`src/rtl/gpu_prim_pkg.sv`:
```
// Shared primitive-assembly types: primitive codes, FIFO entry layout
// and assembler FSM states.
package gpu_prim_pkg;

    localparam logic [3:0] PT_POINTS      = 4'd0;
    localparam logic [3:0] PT_LINES       = 4'd1;
    localparam logic [3:0] PT_LINE_STRIP  = 4'd2;
    localparam logic [3:0] PT_TRIANGLES   = 4'd3;
    localparam logic [3:0] PT_TRI_STRIP   = 4'd4;
    localparam logic [3:0] PT_TRI_FAN     = 4'd5;
    localparam logic [3:0] PT_DRAW_MARKER = 4'hF;

    localparam int ENTRY_W = 4 + 96;

    typedef struct packed {
        logic [3:0]  ptype;
        logic [31:0] v0;
        logic [31:0] v1;
        logic [31:0] v2;
    } prim_entry_t;

    typedef enum logic {
        IDLE,
        COLLECT
    } pa_state_e;

endpackage

```
`src/rtl/prim_fifo.sv`:
```
// Order-preserving synchronous FIFO with full/empty/count flags.
// Memory and pointers are cleared on reset; head reads as 0 when empty.
module prim_fifo #(
    parameter int DEPTH = 4,
    parameter int PTR_W = 2,
    parameter int WIDTH = 100
) (
    input  logic             clk_i,
    input  logic             rst_ni,
    input  logic             wr_en_i,
    input  logic [WIDTH-1:0] wr_data_i,
    input  logic             rd_en_i,
    output logic [WIDTH-1:0] rd_data_o,
    output logic             full_o,
    output logic             empty_o,
    output logic [PTR_W:0]   count_o
);

    localparam logic [PTR_W:0] FULL_CNT = (PTR_W+1)'(DEPTH);

    logic [WIDTH-1:0] mem_q [DEPTH];
    logic [PTR_W-1:0] wr_ptr_q;
    logic [PTR_W-1:0] rd_ptr_q;
    logic [PTR_W:0]   count_q;
    logic             do_push;
    logic             do_pop;

    assign full_o    = (count_q == FULL_CNT);
    assign empty_o   = (count_q == '0);
    assign count_o   = count_q;
    assign do_push   = wr_en_i && !full_o;
    assign do_pop    = rd_en_i && !empty_o;
    assign rd_data_o = empty_o ? '0 : mem_q[rd_ptr_q];

    always_ff @(posedge clk_i or negedge rst_ni) begin
        if (!rst_ni) begin
            for (int i = 0; i < DEPTH; i++) begin
                mem_q[i] <= '0;
            end
            wr_ptr_q <= '0;
            rd_ptr_q <= '0;
            count_q  <= '0;
        end else begin
            if (do_push) begin
                mem_q[wr_ptr_q] <= wr_data_i;
                wr_ptr_q        <= wr_ptr_q + 1'b1;
            end
            if (do_pop) begin
                rd_ptr_q <= rd_ptr_q + 1'b1;
            end
            unique case ({do_push, do_pop})
                2'b10:   count_q <= count_q + 1'b1;
                2'b01:   count_q <= count_q - 1'b1;
                default: count_q <= count_q;
            endcase
        end
    end

endmodule

```
`src/rtl/primitive_assembler.sv`:
```
// Groups decoded vertices into points/lines/triangles and queues them.
// Define PRIM_STATS_EN to enable the PrimCount statistics counter.
module primitive_assembler
    import gpu_prim_pkg::*;
#(
    parameter int FIFO_DEPTH = 4,
    parameter int PTR_WIDTH  = 2
) (
    input  logic        CLK,
    input  logic        RESET_N,
    input  logic        VertexValid,
    input  logic [31:0] Vertex,
    input  logic        StartPrimitive,
    input  logic [3:0]  PrimitiveType,
    input  logic        EndPrimitive,
    input  logic        Draw,
    output logic        Stall,
    output logic        OutValid,
    input  logic        OutReady,
    output logic [3:0]  OutType,
    output logic [31:0] OutV0,
    output logic [31:0] OutV1,
    output logic [31:0] OutV2,
    output logic        ProtoErr,
    output logic [15:0] PrimCount
);

    localparam logic [PTR_WIDTH:0] FULL_CNT = (PTR_WIDTH+1)'(FIFO_DEPTH);

    pa_state_e   state_q, state_d;
    logic [3:0]  type_q, type_d;
    logic [1:0]  cnt_q, cnt_d;
    logic        par_q, par_d;
    logic [1:0]  m3_q, m3_d;
    logic [31:0] va_q, va_d;
    logic [31:0] vb_q, vb_d;
    logic [31:0] vc_q, vc_d;
    logic        err_q, err_d;

    logic        push_prim;
    logic        push_draw;
    logic        hit;
    logic        in_collect;
    logic        incomplete;
    prim_entry_t prim_ent;
    prim_entry_t wr_ent;
    prim_entry_t head;
    logic        fifo_full;
    logic        fifo_empty;
    logic [PTR_WIDTH:0] fifo_cnt;

    assign in_collect = (state_q == COLLECT);
    assign incomplete = (type_q == PT_LINES && par_q) ||
                        (type_q == PT_TRIANGLES && m3_q != 2'd0);

    // Emission candidate for the incoming vertex; C=v[n-1], B=v[n-2], A=v[0]
    always_comb begin
        hit            = 1'b0;
        prim_ent       = '0;
        prim_ent.ptype = type_q;
        unique case (type_q)
            PT_POINTS: begin
                hit         = 1'b1;
                prim_ent.v0 = Vertex;
            end
            PT_LINES, PT_LINE_STRIP: begin
                hit         = (type_q == PT_LINES) ? par_q : (cnt_q != 2'd0);
                prim_ent.v0 = vc_q;
                prim_ent.v1 = Vertex;
            end
            PT_TRIANGLES: begin
                hit         = (m3_q == 2'd2);
                prim_ent.v0 = vb_q;
                prim_ent.v1 = vc_q;
                prim_ent.v2 = Vertex;
            end
            PT_TRI_STRIP: begin
                hit         = (cnt_q >= 2'd2);
                prim_ent.v0 = par_q ? vc_q : vb_q;
                prim_ent.v1 = par_q ? vb_q : vc_q;
                prim_ent.v2 = Vertex;
            end
            PT_TRI_FAN: begin
                hit         = (cnt_q >= 2'd2);
                prim_ent.v0 = va_q;
                prim_ent.v1 = vc_q;
                prim_ent.v2 = Vertex;
            end
            default: ;
        endcase
    end

    always_comb begin
        state_d   = state_q;
        type_d    = type_q;
        cnt_d     = cnt_q;
        par_d     = par_q;
        m3_d      = m3_q;
        va_d      = va_q;
        vb_d      = vb_q;
        vc_d      = vc_q;
        err_d     = 1'b0;
        push_prim = 1'b0;
        push_draw = 1'b0;
        if (!fifo_full) begin
            priority case (1'b1)
                StartPrimitive: begin
                    err_d = VertexValid | EndPrimitive | Draw |
                            (in_collect & incomplete);
                    cnt_d = 2'd0;
                    par_d = 1'b0;
                    m3_d  = 2'd0;
                    if (PrimitiveType <= PT_TRI_FAN) begin
                        type_d  = PrimitiveType;
                        state_d = COLLECT;
                    end else begin
                        state_d = IDLE;
                        err_d   = 1'b1;
                    end
                end
                VertexValid: begin
                    err_d = EndPrimitive | Draw | !in_collect;
                    if (in_collect) begin
                        va_d      = (cnt_q == 2'd0) ? Vertex : va_q;
                        vb_d      = vc_q;
                        vc_d      = Vertex;
                        cnt_d     = (cnt_q == 2'd3) ? cnt_q : cnt_q + 2'd1;
                        par_d     = ~par_q;
                        m3_d      = (m3_q == 2'd2) ? 2'd0 : m3_q + 2'd1;
                        push_prim = hit;
                    end
                end
                EndPrimitive: begin
                    err_d   = Draw | !in_collect | (in_collect & incomplete);
                    state_d = IDLE;
                end
                Draw: begin
                    push_draw = 1'b1;
                end
                default: ;
            endcase
        end
    end

    always_comb begin
        wr_ent = prim_ent;
        if (push_draw) begin
            wr_ent       = '0;
            wr_ent.ptype = PT_DRAW_MARKER;
        end
    end

    always_ff @(posedge CLK or negedge RESET_N) begin
        if (!RESET_N) begin
            state_q <= IDLE;
            type_q  <= PT_POINTS;
            cnt_q   <= 2'd0;
            par_q   <= 1'b0;
            m3_q    <= 2'd0;
            va_q    <= '0;
            vb_q    <= '0;
            vc_q    <= '0;
            err_q   <= 1'b0;
        end else begin
            state_q <= state_d;
            type_q  <= type_d;
            cnt_q   <= cnt_d;
            par_q   <= par_d;
            m3_q    <= m3_d;
            va_q    <= va_d;
            vb_q    <= vb_d;
            vc_q    <= vc_d;
            err_q   <= err_d;
        end
    end

    prim_fifo #(
        .DEPTH (FIFO_DEPTH),
        .PTR_W (PTR_WIDTH),
        .WIDTH (ENTRY_W)
    ) u_fifo (
        .clk_i     (CLK),
        .rst_ni    (RESET_N),
        .wr_en_i   (push_prim | push_draw),
        .wr_data_i (wr_ent),
        .rd_en_i   (OutReady),
        .rd_data_o (head),
        .full_o    (fifo_full),
        .empty_o   (fifo_empty),
        .count_o   (fifo_cnt)
    );

    assign Stall    = (fifo_cnt == FULL_CNT);
    assign OutValid = !fifo_empty;
    assign OutType  = head.ptype;
    assign OutV0    = head.v0;
    assign OutV1    = head.v1;
    assign OutV2    = head.v2;
    assign ProtoErr = err_q;

`ifdef PRIM_STATS_EN
    logic [15:0] pc_q, pc_d;

    always_comb begin
        pc_d = pc_q;
        if (push_draw) begin
            pc_d = '0;
        end else if (push_prim && pc_q != 16'hFFFF) begin
            pc_d = pc_q + 16'd1;
        end
    end

    always_ff @(posedge CLK or negedge RESET_N) begin
        if (!RESET_N) begin
            pc_q <= '0;
        end else begin
            pc_q <= pc_d;
        end
    end

    assign PrimCount = pc_q;
`else
    assign PrimCount = 16'd0;
`endif

endmodule

```
`config.mk`:
```
export PLATFORM = sky130hd
export DESIGN_NAME = primitive_assembler
export DESIGN_NICKNAME = d
export VERILOG_FILES = /design/src/rtl/gpu_prim_pkg.sv /design/src/rtl/prim_fifo.sv /design/src/rtl/primitive_assembler.sv
export SDC_FILE = /design/constraint.sdc
export NUM_CORES = 1
export LEC_CHECK = 0
export CELL_PAD_IN_SITES_DETAIL_PLACEMENT = 1
export CELL_PAD_IN_SITES_GLOBAL_PLACEMENT = 2
export CORE_ASPECT_RATIO = 0.75
export CORE_MARGIN = 5
export CORE_UTILIZATION = 30
export DETAILED_ROUTE_END_ITERATION = 8
export GPL_ROUTABILITY_DRIVEN = 0
export GPL_TIMING_DRIVEN = 0
export PLACE_DENSITY_LB_ADDON = 0.3
export SYNTH_ARGS = -nofsm -noshare
export SYNTH_HDL_FRONTEND = slang
export SYNTH_HIERARCHICAL = 1
export SYNTH_SLANG_ARGS = --single-unit
export TNS_END_PERCENT = 20
```
`constraint.sdc`:
```
create_clock -name CLK -period 4.2 [get_ports CLK]
set_input_delay 0.84 -clock CLK [delete_from_list [all_inputs] [get_ports CLK]]
set_output_delay 0.84 -clock CLK [all_outputs]
set_load 0.01 [all_outputs]
```
==> results of run 1 <==
stage by stage:
step	utilization	power (W)	TNS [ns]	worst slack, ns	hold slack, ns
3_3_place_gp	0.336	0.0163	-	-20.33	0.462
4_1_cts	0.359	0.0216	0	0.0657	0.286
2_1_floorplan	-	0.0131	0	1.21	0.452
5_1_grt	0.359	0.0226	0	0.0153	0.303
6_report	0.359	0.0213	0	0.148	0.268
3_5_place_dp	0.337	0.0167	-103.13	-0.301	0.473
worst max path at each step:
stage	startpoint	end	slack [ns]	cells past startpoint
3_5_place_dp	VertexValid	u_fifo/mem_q[225]	-0.30	11
2_1_floorplan	StartPrimitive	u_fifo/count_o[2]	1.21	13
3_3_place_gp	RESET_N	u_fifo/mem_q[175]	-20.33	1
6_report	u_fifo/rd_ptr_q[1]	OutV0[0]	0.15	5
4_1_cts	u_fifo/rd_ptr_q[1]	OutV0[0]	0.07	5
5_1_grt	u_fifo/rd_ptr_q[1]	OutV0[0]	0.02	5
registers in the layout, summed over array words and instances (netlist names):
name	cells
vb_q	32
ProtoErr	1
u_fifo/rd_ptr_q	2
u_fifo/mem_q	400
vc_q	32
cnt_q	2
m3_q	2
u_fifo/wr_ptr_q	2
par_q	1
u_fifo/count_o	3
type_q	4
va_q	32
in_collect	1
critical path: stages (launching register included):
cell	delay, ns
sky130_fd_sc_hd__dfrtp_1	0.33
sky130_fd_sc_hd__buf_2	0.46
sky130_fd_sc_hd__clkbuf_1	0.62
sky130_fd_sc_hd__mux4_2	0.33
sky130_fd_sc_hd__and2_1	0.26
sky130_fd_sc_hd__clkdlybuf4s50_1	0.60
cells by family after synthesis:
| family | count (synthesis) |
|---|---|
| other cells | 1 |
| mux | 603 |
| flops | 514 |
| simple gates | 257 |
| fa+ha+maj | 9 |
| buf+inv | 153 |
| xor+xnor | 7 |
| compound gates | 150 |
cells in the final DEF (no fill, tap or decap), drive strengths merged, types with 2 or more instances in the layout:
cell type      Yosys  routed
clkinv             1       7
diode              0       4
nor4               2       2
buf              103     108
a21oi             69      69
clkbuf            37     125
clkdlybuf4s50      0     144
nor3b              4       4
nor3               4       4
mux2i              3       3
a22oi             32      32
conb               1      16
nand2b             7       7
nor2              16      16
nand2             46      46
or4b               2       2
nand3             34      34
a222oi            32      32
bufinv             0       2
dfrtp            514     514
mux2             500     500
ha                 8       8
mux4             100     100
and2             133     133
o21ai              6       6
or2                2       2
nor2b              2       2
inv               12      12
xnor2              4       4
xor2               3       3
area by class of cell:
cell class | instances | area share
Tap cell | 1069 | 0.0456
Multi-Input combinational cell | 1042 | 0.365
Clock inverter | 9 | 0.00333
Buffer | 140 | 0.0349
Clock buffer | 88 | 0.0570
Antenna cell | 4 | 0.000341
Sequential cell | 514 | 0.438
Timing Repair Buffer | 149 | 0.0534
Inverter | 13 | 0.00166
synthesized netlist by cell type, types with 2 or more instances:
cell type,n,area (sq um)
sky130_fd_sc_hd__dfrtp_1,514,12900
sky130_fd_sc_hd__mux2_2,444,5000
sky130_fd_sc_hd__and2_1,133,832
sky130_fd_sc_hd__mux4_2,100,2250
sky130_fd_sc_hd__a21oi_1,68,340
sky130_fd_sc_hd__mux2_1,56,631
sky130_fd_sc_hd__buf_6,51,574
sky130_fd_sc_hd__nand2_1,46,173
sky130_fd_sc_hd__clkbuf_1,37,139
sky130_fd_sc_hd__nand3_1,34,170
sky130_fd_sc_hd__a222oi_1,32,320
sky130_fd_sc_hd__a22oi_1,32,240
sky130_fd_sc_hd__buf_2,29,145
sky130_fd_sc_hd__buf_4,20,150
sky130_fd_sc_hd__inv_1,12,45.0
sky130_fd_sc_hd__nor2_1,12,45.0
sky130_fd_sc_hd__ha_1,8,100
sky130_fd_sc_hd__nand2b_1,6,37.5
sky130_fd_sc_hd__o21ai_0,5,25.0
sky130_fd_sc_hd__nor2_8,4,80.1
sky130_fd_sc_hd__xnor2_1,4,35.0
sky130_fd_sc_hd__buf_1,3,11.3
sky130_fd_sc_hd__mux2i_1,3,30.0
sky130_fd_sc_hd__nor3_1,3,15.0
sky130_fd_sc_hd__nor3b_1,3,22.5
sky130_fd_sc_hd__xor2_1,3,26.3
sky130_fd_sc_hd__nor2b_1,2,12.5
power groups by stage:
stage	sequential [W]	clock (W)	combinational, W
detailed placement	0.00802	0	0.00866
CTS	0.00794	0.00501	0.00870
global route	0.00817	0.00521	0.00920
global placement	0.00791	0	0.00844
finish	0.00794	0.00483	0.00853
floorplan	0.00763	0	0.00544
routing by layer:
| layer | GRT usage | vias up | share of wire |
|---|---|---|---|
| met2 | 0.268 | 318 | 0.46 |
| met5 | 0 | - | 0.00017 |
| met3 | 0.0246 | 94 | 0.043 |
| met1 | 0.249 | 8298 | 0.47 |
| met4 | 0.0382 | 2 | 0.022 |
| li1 | - | 6652 | - |
repair_timing:
action,4_1_cts,5_1_grt
endpoints found under the setup margin,10,0
hold buffers,0,0
resized for setup,1,0
hold endpoints to repair,0,0
==> summary.md, run 1 <==
| Metric | Value |
|---|---|
| Outcome | `finished, final reports clean` |
| Number of vias per cell after detailed routing | `5.07` |
| Clk_lat worst skew | `0.62 ns` |
| Final clock period utilization by the worst path | `0.965` |
| Maximum fanout count along the critical path | `10` |
| First-pass iteration count of the detailed router | `5` |
| Number of antenna-violating nets in the routed design | `0` |
| Share of final-layout standard cells stronger than drive strength 1 | `0.380` |
| Multiplexer fraction of the synthesized cell area | `0.322` |
| Post-synthesis compound-gate area fraction | `0.0429` |
| Initial cell density of the core | `0.301` |
| Number of vias in the routed layout | `15,400` |
| Standard cell area after detailed placement | `27,600 sq um` |
| Ys Warns | `6` |
| CTS tree | `built` |
| Peak Freq | `247 MHz` |
| Die Y | `258 microns` |
| Clock transition at the registers of the reported paths | `0.06 ns` |
| Basic-gate share of the synthesized area counting and, or, nand and nor cells | `0.0616` |
| Worst setup path class | `reg2out` |
| Post-synthesis instance total | `1,694` |
| Post-CTS setup-driven buffer insertion count | `0` |
| Number of synthesized flops with an enable pin | `0` |
| Relative contribution of sequential cells to total power | `0.373` |
| Post-Layout Inst Area | `29,300 sq um` |
| Worst clock skew | `0.0204 ns` |
| Row count | `91` |
| Number of top-level pins | `162` |
| Final-report max-slew violation count | `0` |
| Layout overhead on the synthesized area | `19.3%` |
| Number of H-tree branching levels | `2` |
| Switching fraction of total power | `0.346` |
| Non-filler instance count after layout | `3,028` |
| Setup crit start kind | `register` |
| Max_slew headroom | `0.396` |
| Wire length of the first global-routing pass | `113,000 microns` |
| Internal power component | `0.0139 W` |
| Fraction of power consumed by combinational cells | `0.400` |
| #FFs+latches synth | `514` |
| Source of the worst register-to-register timing path | `u_fifo/count_o[2]` |
| Largest net degree at the start of global routing | `116` |
| Ys async rst share | `1.00` |
| Area used by sequential logic in the layout | `12,900 sq um` |
| GRT Total Usage | `0.170` |
| Net switching component of the power | `0.00737 W` |
| RSZ-0062 raised after global routing | `no` |
| Adder-cell share of the synthesized area | `0.00488` |
| Starting DRC count in detailed routing | `1,079` |
| Number of fill cells | `8,427` |
| Average wire length per cell after detail routing | `24.9 microns` |
| Total standard cell area after synthesis | `24,600 sq um` |
| Pwr/cell area | `726 nW/um^2` |
| Worst Max-Slew Pin Slew | `0.906 ns` |
| Number of buffers inserted by port buffering | `145` |
| Remaining routing DRC violations | `0` |
| Worst hold path type | `in2async` |
| Cell leakage power | `13.0 nW` |
| Sequential area share after synthesis | `0.523` |
| Final critical delay including setup and external delays | `4.05 ns` |
| Sum of overflow across all layers after global routing | `0` |
| Root Driver | `sky130_fd_sc_hd__clkbuf_16` |
| Max-cap check violation count | `0` |
| Most used flip-flop cell after synthesis | `sky130_fd_sc_hd__dfrtp_1` |
| Post-Synth XOR/XNOR Area | `0.00249` |
| Yosys cell types | `57` |
| Antenna violations before repair | `6` |
| Number of global-route vias before repair | `17,100` |
| Total placed cells including tap cells | `2,927` |
| Number of nets in the layout | `1,967` |
| Reg2reg end | `u_fifo/mem_q[4]` |
| CP Capture Type | `primary output` |
| Setup slack of the worst register-to-register path | `0.55 ns` |
| Post-detailed-placement half-perimeter wirelength | `52,800 microns` |
| Share of power burned in the clock network | `0.227` |
| CTS sink count | `514` |
| Syn avg cell area | `14.5 sq um` |
| Area enclosed by the die boundary | `87,900 sq um` |
| Final Hold Vio Count | `0` |
| Maximum vdd ir drop | `0.329 mV` |
| Multi-input gate area in the final layout | `10,700 sq um` |
| Worst reg-to-reg path cell count | `11` |
| Drt total wl | `75,400 microns` |
| Final Setup Violations | `0` |
| Buffer depth of the longest clock path | `3` |
| Die extent in x | `341 microns` |
| Placeable core region | `81,800 sq um` |
| Number of clock buffers inserted by TritonCTS | `55` |
| Data required time at the worst endpoint | `3.36 ns` |
| Arrival time of the worst setup path | `3.21 ns` |
| Combinational family with the most area after synthesis | `multiplexers` |
Note: power is estimated with default switching activity, not from simulation.
==> run 2, diff against run 1 <==
Settings changed: SLEW_MARGIN set to 10.
==> run 2 against run 1 <==
Compared with the run above:
- clock skew down 0.0053 ns
- power up 1.0%
- critical path depth unchanged
- count of clock-buffer cells in the layout down 6
- via count about the same
- clock power up 4%
- wire length up 0.38%
- global-route usage about the same
- cell count up 0.23%
- hold slack better by 0.0054 ns
- setup slack better by 0.067 ns
- die area unchanged
==> summary.md, run 2 (synthesis gave the netlist of run 1 again) <==
| Metric | Value |
|---|---|
| Outcome | `finished, final reports clean` |
| Wire length of the first global-routing pass | `113,000 microns` |
| Number of vias in the routed layout | `15,400` |
| CTS tree | `built` |
| Source of the worst register-to-register timing path | `u_fifo/count_o[2]` |
| Number of antenna-violating nets in the routed design | `0` |
| Most common cell after layout, fill and taps aside | `sky130_fd_sc_hd__dfrtp_1` |
| Peak Freq | `251 MHz` |
| Detailed route wirelength on metal2 | `35,200 microns` |
| Reg2reg end | `u_fifo/mem_q[16]` |
| Highest-count cells in the layout ignoring fill and taps | `sky130_fd_sc_hd__dfrtp_1, sky130_fd_sc_hd__mux2_2, sky130_fd_sc_hd__clkdlybuf4s50_1, sky130_fd_sc_hd__and2_1, sky130_fd_sc_hd__mux4_2` |
| Number of clock buffers inserted by TritonCTS | `56` |
| Top delay family on crit path | `buffers and inverters` |
| Row count | `91` |
| Largest net degree at the start of global routing | `113` |
| Hold-fix buffer count after cts | `0` |
| Worst reg-to-reg path cell count | `11` |
| RSZ-0062 raised after global routing | `no` |
| Standard cell area after detailed placement | `27,600 sq um` |
| Number of global-route vias before repair | `17,100` |
| Master of the slowest instance on the critical path | `sky130_fd_sc_hd__buf_1` |
| Maximum vdd ir drop | `0.314 mV` |
| Arrival time of the worst setup path | `3.14 ns` |
| Beginning of the critical path | `u_fifo/rd_ptr_q[1]` |
| Post-detailed-placement half-perimeter wirelength | `53,100 microns` |
| Post-Layout Inst Area | `29,500 sq um` |
| Cell leakage power | `13.1 nW` |
| Starting DRC count in detailed routing | `954` |
| Cell chain of the critical path | `buf_2 -> buf_1 -> mux4_2 -> and2_1 -> clkdlybuf4s50_1` |
| Area enclosed by the die boundary | `87,900 sq um` |
| Setup crit start kind | `register` |
| Average wire length per cell after detail routing | `24.9 microns` |
| Layout overhead on the synthesized area | `19.8%` |
| Root Driver | `sky130_fd_sc_hd__clkbuf_16` |
| Number of nets in the layout | `1,968` |
| Worst hold path type | `in2async` |
| Sum of routed wire segments on met1 | `34,600 microns` |
| Final-report max-slew violation count | `0` |
| First-pass iteration count of the detailed router | `5` |
| Antenna violations before repair | `7` |
| Biggest register | `u_fifo/mem_q` |
| Number of vias per cell after detailed routing | `5.06` |
| Final clock period utilization by the worst path | `0.949` |
| Crit path largest cell delay | `0.65 ns` |
| Drt total wl | `75,700 microns` |
| Max-cap check violation count | `0` |
| Setup slack of the worst register-to-register path | `0.55 ns` |
| Number of buffers inserted by port buffering | `145` |
| CP Capture Type | `primary output` |
| Sum of overflow across all layers after global routing | `0` |
| Final Hold Vio Count | `0` |
| Share of final-layout standard cells stronger than drive strength 1 | `0.385` |
| Clock transition at the registers of the reported paths | `0.06 ns` |
| Pwr/cell area | `730 nW/um^2` |
| Post-CTS setup-driven buffer insertion count | `0` |
| Worst clock skew | `0.0152 ns` |
| Placeable core region | `81,800 sq um` |
| Clk_lat worst skew | `0.62 ns` |
| Topmost layer with routed signal wires | `met5` |
| Data required time at the worst endpoint | `3.36 ns` |
| Die Y | `258 microns` |
| Die extent in x | `341 microns` |
| Initial cell density of the core | `0.301` |
| Buffer depth of the longest clock path | `3` |
| Buffering stage count on the worst path with inverters included | `3` |
| Final critical delay including setup and external delays | `3.98 ns` |
| Maximum fanout count along the critical path | `10` |
| Number of fill cells | `8,440` |
| Final Setup Violations | `0` |
| Max_slew headroom | `0.401` |
| Max reg flops | `400` |
| Number of top-level pins | `162` |
| Worst Max-Slew Pin Slew | `0.896 ns` |
| Worst setup path class | `reg2out` |
| GRT Total Usage | `0.170` |
| Number of H-tree branching levels | `2` |
| CTS sink count | `514` |
| Remaining routing DRC violations | `0` |
| Hold WS | `0.273 ns` |
| Detailed route wirelength on metal3 | `4230 microns` |
-- run 2: area by class of cell --
type / instances / area (sq um) / share of cell area
Sequential cell: 514 / 12900 / 0.437
Multi-Input combinational cell: 1042 / 10700 / 0.364
Clock buffer: 82 / 1650 / 0.0560
Timing Repair Buffer: 150 / 1590 / 0.0541
Tap cell: 1069 / 1340 / 0.0454
Buffer: 139 / 1020 / 0.0346
Clock inverter: 19 / 209 / 0.00709
Inverter: 13 / 48.8 / 0.00166
Antenna cell: 7 / 17.5 / 0.000595
-- run 2: stage by stage --
step / total power (W) / utilization / worst slack (ns) / TNS, ns / std cells
2_1_floorplan: 0.0131 / - / 1.21 / 0 / 1709
3_3_place_gp: 0.0163 / 0.336 / -20.33 / - / 2923
3_5_place_dp: 0.0167 / 0.337 / -0.297 / -102.96 / 2928
4_1_cts: 0.0219 / 0.360 / 0.0335 / 0 / 3029
5_1_grt: 0.0228 / 0.360 / 0.0281 / 0 / 3028
6_report: 0.0215 / 0.360 / 0.215 / 0 / 3035
-- run 2: timing repair --
item | CTS | global route
endpoints found under the hold margin | 0 | 0
resized for setup | 0 | 2
endpoints found under the setup margin | 0 | 5
-- run 2: power breakdown --
group | total, W | leakage, nW | switching, W | internal [W]
Combinational | 0.00854 | 5.34 | 0.00427 | 0.00427
Sequential | 0.00796 | 6.85 | 0.00110 | 0.00685
Clock | 0.00502 | 0.923 | 0.00207 | 0.00296
-- run 2: how the worst max path moves through the flow --
| stage | to | slack, ns | cells after the start |
|---|---|---|---|
| detailed placement | u_fifo/mem_q[361] | -0.30 | 11 |
| finish | OutV1[6] | 0.22 | 5 |
| floorplan | u_fifo/count_o[2] | 1.21 | 13 |
| global placement | u_fifo/mem_q[175] | -20.33 | 1 |
| global route | OutV1[6] | 0.03 | 6 |
| CTS | OutV0[0] | 0.03 | 6 |
-- run 2: worst reg2reg max path: cells and delay by family (launching register included) --
kind                   cells  cell delay (ns)
AND/OR/NAND/NOR            5             1.43
flip-flops                 1             0.41
AO/OA/AOI/OAI              1             0.20
buffers and inverters      4             1.14
multiplexers               1             0.35
-- run 2: metal layers --
metal / vias to the layer above / global-route usage
met2: 330 / 0.273
met4: 2 / 0.0409
met5: - / 0
met3: 90 / 0.0286
met1: 8282 / 0.241
li1: 6667 / -
